--- config.mk ---
export PLATFORM = sky130hd
export DESIGN_NAME = serial_addsub_flat
export DESIGN_NICKNAME = d
export VERILOG_FILES = /design/src/rtl/serial_addsub_if.sv /design/src/rtl/serial_addsub.sv /design/src/flat_wrapper.sv
export SDC_FILE = /design/constraint.sdc
export NUM_CORES = 1
export LEC_CHECK = 0
export ABC_AREA = 1
export CAP_MARGIN = 20
export CORE_ASPECT_RATIO = 1.5
export CORE_MARGIN = 2
export CORE_UTILIZATION = 45
export DETAILED_ROUTE_END_ITERATION = 8
export MAX_ROUTING_LAYER = met4
export PLACE_DENSITY = 0.74
export REMOVE_ABC_BUFFERS = 1
export SLEW_MARGIN = 40
export SYNTH_ARGS = -nofsm -noshare
export SYNTH_HDL_FRONTEND = slang
export SYNTH_SLANG_ARGS = --single-unit
--- constraint.sdc ---
create_clock -name clk -period 1.3 [get_ports clk]
set_input_delay 0.26 -clock clk [delete_from_list [all_inputs] [get_ports clk]]
set_output_delay 0.26 -clock clk [all_outputs]
set_load 0.05 [all_outputs]
--- src/rtl/serial_addsub_if.sv ---
// Bundle of request/response signals for the bit-serial add/subtract unit.
//   start/sub/a/b/cin : request side, driven by the master
//   busy/done         : progress and one-cycle completion pulse, driven by the slave
//   result/cout/overflow : operation outcome, valid while done=1 and held afterwards
interface serial_addsub_if #(
  parameter int WIDTH = 8
);
  logic             start;
  logic             sub;
  logic [WIDTH-1:0] a;
  logic [WIDTH-1:0] b;
  logic             cin;
  logic             busy;
  logic             done;
  logic [WIDTH-1:0] result;
  logic             cout;
  logic             overflow;

  modport master (
    output start, sub, a, b, cin,
    input  busy, done, result, cout, overflow
  );

  modport slave (
    input  start, sub, a, b, cin,
    output busy, done, result, cout, overflow
  );
endinterface

--- src/rtl/serial_addsub.sv ---
// Bit-serial add/subtract unit: a single full-adder cell walks the operands
// LSB first, one bit per clock, over WIDTH clocks.
//   clk      : rising-edge clock
//   rst      : asynchronous, active-high reset
//   bus      : serial_addsub_if.slave
//     start  : request, honoured only when not busy
//     sub    : 0 -> a + b + cin, 1 -> a - b - cin (cin is the borrow-in)
//     a, b   : operands
//     busy   : operation in progress
//     done   : one-cycle pulse, result/cout/overflow valid
//     result : sum or difference, held until the next accepted start
//     cout   : raw carry-out (borrow-out = ~cout for subtraction)
//     overflow : signed overflow (carry into MSB xor carry out of MSB)
module serial_addsub #(
  parameter int WIDTH = 8
) (
  input  logic            clk,
  input  logic            rst,
  serial_addsub_if.slave  bus
);

  localparam int CW = (WIDTH > 1) ? $clog2(WIDTH) : 1;

  typedef enum logic [1:0] {
    IDLE = 2'd0,
    RUN  = 2'd1,
    DONE = 2'd2
  } state_t;

  state_t           state_q, state_d;
  logic [CW-1:0]    cnt_q, cnt_d;
  logic [WIDTH-1:0] a_q, a_d;
  logic [WIDTH-1:0] b_q, b_d;
  logic             carry_q, carry_d;
  logic [WIDTH-1:0] result_q, result_d;
  logic             cout_q, cout_d;
  logic             ovf_q, ovf_d;

  // The full-adder cell. Operand registers shift right every bit-cycle, so
  // the bit under evaluation is always at position 0.
  logic sum_bit;
  logic carry_nx;
  assign sum_bit  = a_q[0] ^ b_q[0] ^ carry_q;
  assign carry_nx = (a_q[0] & b_q[0]) | (a_q[0] & carry_q) | (b_q[0] & carry_q);

  always_comb begin
    // NOTE: every signal assigned here gets a default first; a path that
    // leaves one unassigned would infer a latch.
    state_d  = state_q;
    cnt_d    = cnt_q;
    a_d      = a_q;
    b_d      = b_q;
    carry_d  = carry_q;
    result_d = result_q;
    cout_d   = cout_q;
    ovf_d    = ovf_q;

    unique case (state_q)
      IDLE, DONE: begin
        if (bus.start) begin
          // Subtraction is a + ~b + ~borrow_in, so the same cell serves both.
          state_d  = RUN;
          cnt_d    = '0;
          a_d      = bus.a;
          b_d      = bus.sub ? ~bus.b : bus.b;
          carry_d  = bus.sub ? ~bus.cin : bus.cin;
          result_d = '0;
          cout_d   = 1'b0;
          ovf_d    = 1'b0;
        end else begin
          state_d = IDLE;
        end
      end

      RUN: begin
        // New sum bit enters at the MSB; after WIDTH shifts bit 0 holds the LSB.
        result_d = {sum_bit, result_q[WIDTH-1:1]};
        a_d      = a_q >> 1;
        b_d      = b_q >> 1;
        carry_d  = carry_nx;
        cnt_d    = cnt_q + CW'(1);
        if (cnt_q == CW'(WIDTH - 1)) begin
          // MSB cell: carry_q is the carry into the MSB, carry_nx the carry out.
          state_d = DONE;
          cnt_d   = '0;
          cout_d  = carry_nx;
          ovf_d   = carry_q ^ carry_nx;
        end
      end

      default: state_d = IDLE;
    endcase
  end

  always_ff @(posedge clk or posedge rst) begin
    if (rst) begin
      state_q  <= IDLE;
      cnt_q    <= '0;
      a_q      <= '0;
      b_q      <= '0;
      carry_q  <= 1'b0;
      result_q <= '0;
      cout_q   <= 1'b0;
      ovf_q    <= 1'b0;
    end else begin
      // NOTE: non-blocking assignments so every register samples the values
      // from before this edge, independent of statement order.
      state_q  <= state_d;
      cnt_q    <= cnt_d;
      a_q      <= a_d;
      b_q      <= b_d;
      carry_q  <= carry_d;
      result_q <= result_d;
      cout_q   <= cout_d;
      ovf_q    <= ovf_d;
    end
  end

  assign bus.busy     = (state_q == RUN);
  assign bus.done     = (state_q == DONE);
  assign bus.result   = result_q;
  assign bus.cout     = cout_q;
  assign bus.overflow = ovf_q;

endmodule

--- src/flat_wrapper.sv ---
// flat-port wrapper written by rule: the top's interface ports become plain ports
module serial_addsub_flat 
#(
  parameter int WIDTH = 8
)
  (clk, rst, bus_start, bus_sub, bus_a, bus_b, bus_cin, bus_busy, bus_done, bus_result, bus_cout, bus_overflow);
  serial_addsub_if #(.WIDTH(WIDTH)) bus_i ();
  input  logic clk;
  input  logic rst;
  input wire logic [$bits(bus_i.start)-1:0] bus_start;
  input wire logic [$bits(bus_i.sub)-1:0] bus_sub;
  input wire logic [$bits(bus_i.a)-1:0] bus_a;
  input wire logic [$bits(bus_i.b)-1:0] bus_b;
  input wire logic [$bits(bus_i.cin)-1:0] bus_cin;
  output wire logic [$bits(bus_i.busy)-1:0] bus_busy;
  output wire logic [$bits(bus_i.done)-1:0] bus_done;
  output wire logic [$bits(bus_i.result)-1:0] bus_result;
  output wire logic [$bits(bus_i.cout)-1:0] bus_cout;
  output wire logic [$bits(bus_i.overflow)-1:0] bus_overflow;
  assign bus_i.start = bus_start;
  assign bus_i.sub = bus_sub;
  assign bus_i.a = bus_a;
  assign bus_i.b = bus_b;
  assign bus_i.cin = bus_cin;
  assign bus_busy = bus_i.busy;
  assign bus_done = bus_i.done;
  assign bus_result = bus_i.result;
  assign bus_cout = bus_i.cout;
  assign bus_overflow = bus_i.overflow;
  serial_addsub #(.WIDTH(WIDTH)) u_core (.clk(clk), .rst(rst), .bus(bus_i));
endmodule
# Word level (Yosys, flattened, before mapping)
# Index checks and enable logic that the tools add are counted.
# classes
mux,21
bitwise,10
n_eq_ne,5
n_addsub,1
n_reduce_logical,5
# ops
op,count
8-bit case mux with 2 select lines,3
8-bit two-way mux,4
8-bit NOT,1
1-bit two-way mux,6
3-bit two-way mux,2
1-bit case mux with 2 select lines,3
3-bit case mux with 2 select lines,1
2-bit case mux with 2 select lines,1
3-bit by 1-bit adder with 3-bit output (second input constant),1
1-bit bitwise AND,3
3-bit equality test (second input constant),1
3-bit AND reduction,1
1-bit bitwise XOR,3
2-bit by 1-bit equality test with 1-bit output (second input constant),1
2-bit equality test (second input constant),1
2-bit logical NOT,1
2-bit two-way mux,1
2-bit by 1-bit inequality test with 1-bit output (second input constant),1
2-bit inequality test (second input constant),1
1-bit bitwise OR,2
2-bit AND reduction,1
2-bit nonzero test,1
2-bit OR reduction,1
1-bit NOT,1
# word_totals
output_inout_bits,12
regBits,32

# Logic depth before layout (Yosys ltp)
# Gate-level depths: netlist of the first run.
# depth
ltp_word,6
ltp_mapped,7
depth_no_buf,6

# Worst setup path before layout of the first run
# No wires, ideal clock.
# synth_path
path_type,flip-flop to output port
startpoint,register u_core.state_q[0]
endpoint,output bus_done
n_path_buf,1
setup_slack_ns,-0.177
stages_incl_launch_ff,3
required_time_ns,1.040
arrival_ns,1.217
path_cell_list,dfrtp_1 > buf_4 > nor2_1
# synth_between
elab_chain_cells,1
# synth_rtl
item,line,source
start: declaration,serial_addsub.sv:30,"state_t state_q, state_d;"
start signal: assignment,serial_addsub.sv:108,state_q <= state_d;
2-bit equality test,serial_addsub.sv:120,assign bus.done = (state_q == DONE);
end: declaration,flat_wrapper.sv:16,output wire logic [$bits(bus_i.done)-1:0] bus_done;
# Every way passes these cells.

# Worst setup path in the final report of the first run
# layout_path
startpoint,register u_core.state_q[1]
endpoint,output bus_busy
# layout_between
elab_chain_cells,1
# layout_rtl
item,line,source
2-bit by 1-bit equality test with 1-bit output,serial_addsub.sv:119,assign bus.busy = (state_q == RUN);
end: declaration,flat_wrapper.sv:15,output wire logic [$bits(bus_i.busy)-1:0] bus_busy;
# Every way passes these cells.

==> results of run 1 <==
[metal layers]
layer | vias up | GRT usage | wire (um)
li1 | 738 | - | -
met1 | 639 | 0.229 | 1380
met2 | 29 | 0.333 | 1710
met3 | 8 | 0.0467 | 130
met5 | - | - | 0
met4 | 0 | 0.0923 | 98
[tightest hold or removal path, cell delays in order]
cell,delay [ps]
clkdlybuf4s50_1,400
inv_1,90
buf_12,200
[through the flow]
step	hold slack, ps	setup slack, ps	std cells	TNS, ps	area [um2]
after global placement	457	-46.8	290	-1130	2170
final	315	-18.2	300	-32.1	2320
after floorplan	376	-388	201	-7700	1540
after CTS	328	-22.3	300	-42.4	2300
after detailed placement	459	-90.0	290	-2180	2170
after global routing	343	-62.4	300	-329	2320
[cell usage after synthesis (2+ instances only)]
cell	count
buf_2	6
buf_6	2
dfrtp_1	32
ha_1	2
inv_1	21
inv_2	3
nand2_1	92
nand3_1	41
nor2_1	5
[flip-flops by register name (all words and copies together) (netlist names)]
| signal | count |
|---|---|
| u_core.a_q | 8 |
| u_core.b_q | 8 |
| u_core.bus.cout | 1 |
| u_core.bus.overflow | 1 |
| u_core.bus.result | 8 |
| u_core.carry_q | 1 |
| u_core.cnt_q | 3 |
| u_core.state_q | 2 |
[report_power, final]
part | internal (mW) | switching [mW]
combinational | 1.38 | 1.62
sequential | 1.44 | 0.336
clock | 0.568 | 0.358
[worst max path at each step]
stage / end / from / slack, ps / depth (start not counted)
floorplan: u_core.b_q[0] / u_core.state_q[0] / -390 / 4
global placement: u_core.b_q[6] / bus_start / -50 / 5
detailed placement: u_core.b_q[7] / bus_start / -90 / 7
CTS: bus_busy / u_core.state_q[1] / -20 / 4
global route: bus_busy / u_core.state_q[1] / -60 / 4
finish: bus_busy / u_core.state_q[1] / -20 / 4
[cell families after synthesis]
family | synth area share
adder cells (fa/ha/maj) | 0.0282
flip-flops | 0.502
buffers and inverters | 0.0940
AND/OR/NAND/NOR | 0.368
XOR/XNOR | 0.00549
AO/OA/AOI/OAI | 0.00313
[what timing repair did]
action | CTS | global route
setup endpoints to repair | 2 | 31
setup buffers | 2 | 0
hold buffers | 0 | 0
resized for setup | 5 | 5
endpoints found under the hold margin | 0 | 0
pin swaps | 1 | 0
[layout make-up]
class	count	area, um2
clock buffer	6	72.6
clock inverter	2	35.0
fill	288	1090
inverter	24	90.1
multi-input combinational	145	663
sequential	32	801
tap	42	52.6
timing repair buffer	49	608
==> flow_summary.json, run 1 <==
{
  "reg2reg_setup_slack_ps": 40,
  "drc_errors": 0,
  "power_density_nw_per_um2": 2460,
  "rr_worst_depth": 9,
  "synth_top_area_share": 0.502,
  "area_delta_synth_final_pct": 45.5,
  "first_iter_violations": 24,
  "synth_ff_type": "dfrtp_1",
  "yosys_warnings": 0,
  "synth.distinct_cells": 15,
  "io_buffers": 32,
  "relSlewSlack": 0.856,
  "numCtsBuffers": 5,
  "via_per_inst": 4.71,
  "start_util": 0.467,
  "crit_slowest_cell": "dfrtp_1",
  "min_period_over_period": 1.01,
  "synth.avg_cell_area_um2": 7.60,
  "grt-ovfl-total": 0,
  "rows": 26,
  "antenna_found_initial": 0,
  "async_flop_share": 1.00,
  "skew_ps": 8.80,
  "violations": "setup timing",
  "die_area_um2": 4050,
  "fin_util": 0.680,
  "worstMarginPinSlew_ps": 216,
  "hold_viol": 0,
  "ant_nets": 0,
  "cp_top_family": "flip-flops",
  "synth_top_cell_by_area": "dfrtp_1",
  "clockBufferDepth": 2,
  "nets": 281,
  "detail_route.first_pass.iterations": 4,
  "cts.sinks": 32,
  "fmax_mhz": 759,
  "most-common-layout-cells": "92 x nand2_1, 40 x nand3_1, 32 x dfrtp_1, 20 x inv_1, 20 x clkdlybuf4s50_1",
  "cts_tree": "done",
  "synthTopCellsByArea": "dfrtp_1 50%, nand2_1 22%, nand3_1 13%",
  "wl_per_cell_um": 11.0,
  "path_common_cell": "inv_2",
  "ys_ff_latch": 32,
  "cap_violations": 0,
  "cts.clk_slew.worst_paths_ps": 70,
  "num_vias": 1414,
  "slew_violations": 0,
  "ys_seq_area_frac": 0.502,
  "track_usage": 0.203,
  "drive_above_1_share": 0.178,
  "grt_pass1_wl_um": 5980,
  "crit_chain": "inv_2, nand2_1, inv_2, buf_12",
  "final_common_cell": "nand2_1",
  "path_buf_inv": 3,
  "outcome": "complete, but fails checks",
  "pin_count": 33,
  "grt_pass1_vias": 1367,
  "critPathKind": "flip-flop to output port",
  "holdCritPathClass": "input port to asynchronous set/reset pin",
  "r2r-end": "u_core.b_q[7]",
  "total_power_mw": 5.70,
  "netlist_instances": 210,
  "htreeDepth": 2,
  "regToRegStartpoint": "u_core.state_q[0]",
  "die_w_um": 52.6,
  "die_h_um": 77.0,
  "leakage_nw": 1.23,
  "syn_area_um2": 1600,
  "critPathLaunchType": "flip-flop",
  "rsz0062_at_grt": "yes",
  "grt_max_degree": 33,
  "hpwl_um": 2330,
  "irDropWorstVdd_v": 0.00165,
  "critPathMaxStageDelay_ps": 370,
  "critPathMaxFanout": 3,
  "synth_edf_count": 0,
  "worstPathArrival_ps": 1060,
  "clk_latency_ps": 290,
  "required_ps": 1040,
  "globalplace.congestion": 0.735,
  "setup_viol": 2,
  "coreArea_um2": 3420,
  "finalCriticalPeriod_ps": 1320,
  "diodes": 0,
  "wl_um": 3310,
  "layout_setup_ws_ps": -18.2,
  "root_buffer": "clkbuf_8",
  "worstSetupEndpointType": "output port"
}
Power figures use the tool's default switching activity.
==> run 2, diff against run 1 <==
--- a/config.mk
+++ b/config.mk
@@ -14,6 +14,7 @@
 export MAX_ROUTING_LAYER = met4
 export PLACE_DENSITY = 0.74
 export REMOVE_ABC_BUFFERS = 1
+export SETUP_SLACK_MARGIN = 0.5
 export SLEW_MARGIN = 40
 export SYNTH_ARGS = -nofsm -noshare
 export SYNTH_HDL_FRONTEND = slang
==> flow_summary.json, run 2 (synthesis results as in run 1) <==
{
  "rows": 26,
  "hold_buffers": 0,
  "hold_viol": 0,
  "worstMarginPinSlew_ps": 220,
  "worstPathArrival_ps": 1050,
  "setup_viol": 1,
  "relSlewSlack": 0.853,
  "rsz0062_at_grt": "yes",
  "grt_pass1_vias": 1407,
  "seqPwrFrac": 0.283,
  "outcome": "complete, but fails checks",
  "clk_latency_ps": 290,
  "numCtsBuffers": 5,
  "globalplace.congestion": 0.735,
  "required_ps": 1040,
  "power.internal_mw": 3.77,
  "track_usage": 0.212,
  "p_sw_mw": 2.50,
  "p_sw_frac": 0.399,
  "layout_setup_ws_ps": -13.7,
  "diodes": 0,
  "ant_nets": 0,
  "hpwl_um": 2330,
  "grt_pass1_wl_um": 6240,
  "skew_ps": 8.43,
  "dp_slack_ps": -90.0,
  "antenna_found_initial": 0,
  "first_iter_violations": 36,
  "clockPowerShare": 0.149,
  "htreeDepth": 2,
  "wl_per_cell_um": 11.6,
  "leakage_nw": 1.34,
  "grt_max_degree": 33,
  "min_period_over_period": 1.01,
  "critPathMaxFanout": 2,
  "area_delta_synth_final_pct": 57.8,
  "fmax_mhz": 761,
  "via_per_inst": 4.75,
  "comb_power_share": 0.568,
  "die_h_um": 77.0,
  "nets": 296,
  "root_buffer": "clkbuf_8",
  "pin_count": 33,
  "num_vias": 1497,
  "drc_errors": 0,
  "critPathKind": "flip-flop to output port",
  "finalCriticalPeriod_ps": 1310,
  "cts_tree": "done",
  "io_buffers": 32,
  "detail_route.first_pass.iterations": 4,
  "drive_above_1_share": 0.238,
  "fin_util": 0.738,
  "cts.clk_slew.worst_paths_ps": 70,
  "power_density_nw_per_um2": 2490,
  "clockBufferDepth": 2,
  "violations": "setup timing",
  "grt-ovfl-total": 0,
  "most-common-layout-cells": "90 x nand2_1, 40 x nand3_1, 32 x dfrtp_1, 22 x buf_4, 20 x clkdlybuf4s50_1",
  "final_common_cell": "nand2_1",
  "irDropWorstVdd_v": 0.00184,
  "start_util": 0.467,
  "die_w_um": 52.6,
  "critPathLaunchType": "flip-flop",
  "cts.sinks": 32,
  "wl_um": 3660,
  "die_area_um2": 4050,
  "cap_violations": 0,
  "holdCritPathClass": "input port to asynchronous set/reset pin",
  "worstSetupEndpointType": "output port",
  "coreArea_um2": 3420,
  "slew_violations": 0
}
-- run 2: power groups by stage --
stage	combinational (mW)	sequential, mW	clock [mW]
finish	3.56	1.77	0.932
floorplan	1.16	2.15	0
global route	3.88	1.83	1.00
detailed placement	2.90	1.78	0
CTS	3.23	1.77	0.947
global placement	2.84	1.78	0
-- run 2: final cells by class --
type / count / area, um2
Multi-Input combinational cell: 145 / 693
Sequential cell: 32 / 801
Tap cell: 42 / 52.6
Timing Repair Buffer: 64 / 771
Clock buffer: 6 / 72.6
Clock inverter: 2 / 35.0
Fill cell: 257 / 896
Inverter: 24 / 95.1
-- run 2: timing repair --
action	4_1_cts	5_1_grt
pin swaps	1	0
gates cloned	0	2
gates resized for setup	11	13
setup endpoints to repair	44	44
setup buffers	11	4
endpoints found under the hold margin	0	0
-- run 2: metal layers --
| metal | routed length [um] | global-route usage | part of all wire |
|---|---|---|---|
| met5 | 0 | - | 0 |
| met4 | 60 | 0.0769 | 0.016 |
| met3 | 122 | 0.0467 | 0.033 |
| met2 | 1970 | 0.353 | 0.54 |
| met1 | 1500 | 0.245 | 0.41 |
-- run 2: critical path, cell delays in order, from the launching register on --
cell and delay, ps:
dfrtp_1 400, buf_6 130, nor2_4 90, buf_12 140
-- run 2: worst paths after layout --
check	startpoint	to	slack (ps)	cells past startpoint
setup / recovery	u_core.state_q[0]	bus_done	-10	3
hold / removal	rst	u_core.bus.result[0]	320	3
setup reg to reg	u_core.state_q[0]	u_core.a_q[5]	10	9
hold reg to reg	u_core.a_q[7]	u_core.a_q[7]	480	2
max in group asynchronous	rst	u_core.bus.overflow	800	3
min in group clk	u_core.a_q[7]	u_core.a_q[7]	480	2
-- run 2: stage by stage --
| step | power, mW | cell area (um2) | hold WS [ps] | instances | TNS (ps) |
|---|---|---|---|---|---|
| after floorplan | 3.31 | 1540 | 376 | 201 | -7700 |
| after global placement | 4.62 | 2170 | 457 | 290 | -1130 |
| after detailed placement | 4.68 | 2170 | 459 | 290 | -2180 |
| final | 6.27 | 2520 | 315 | 315 | -13.7 |
| after global routing | 6.71 | 2520 | 340 | 315 | -453 |
| after CTS | 5.94 | 2400 | 328 | 309 | -14.2 |
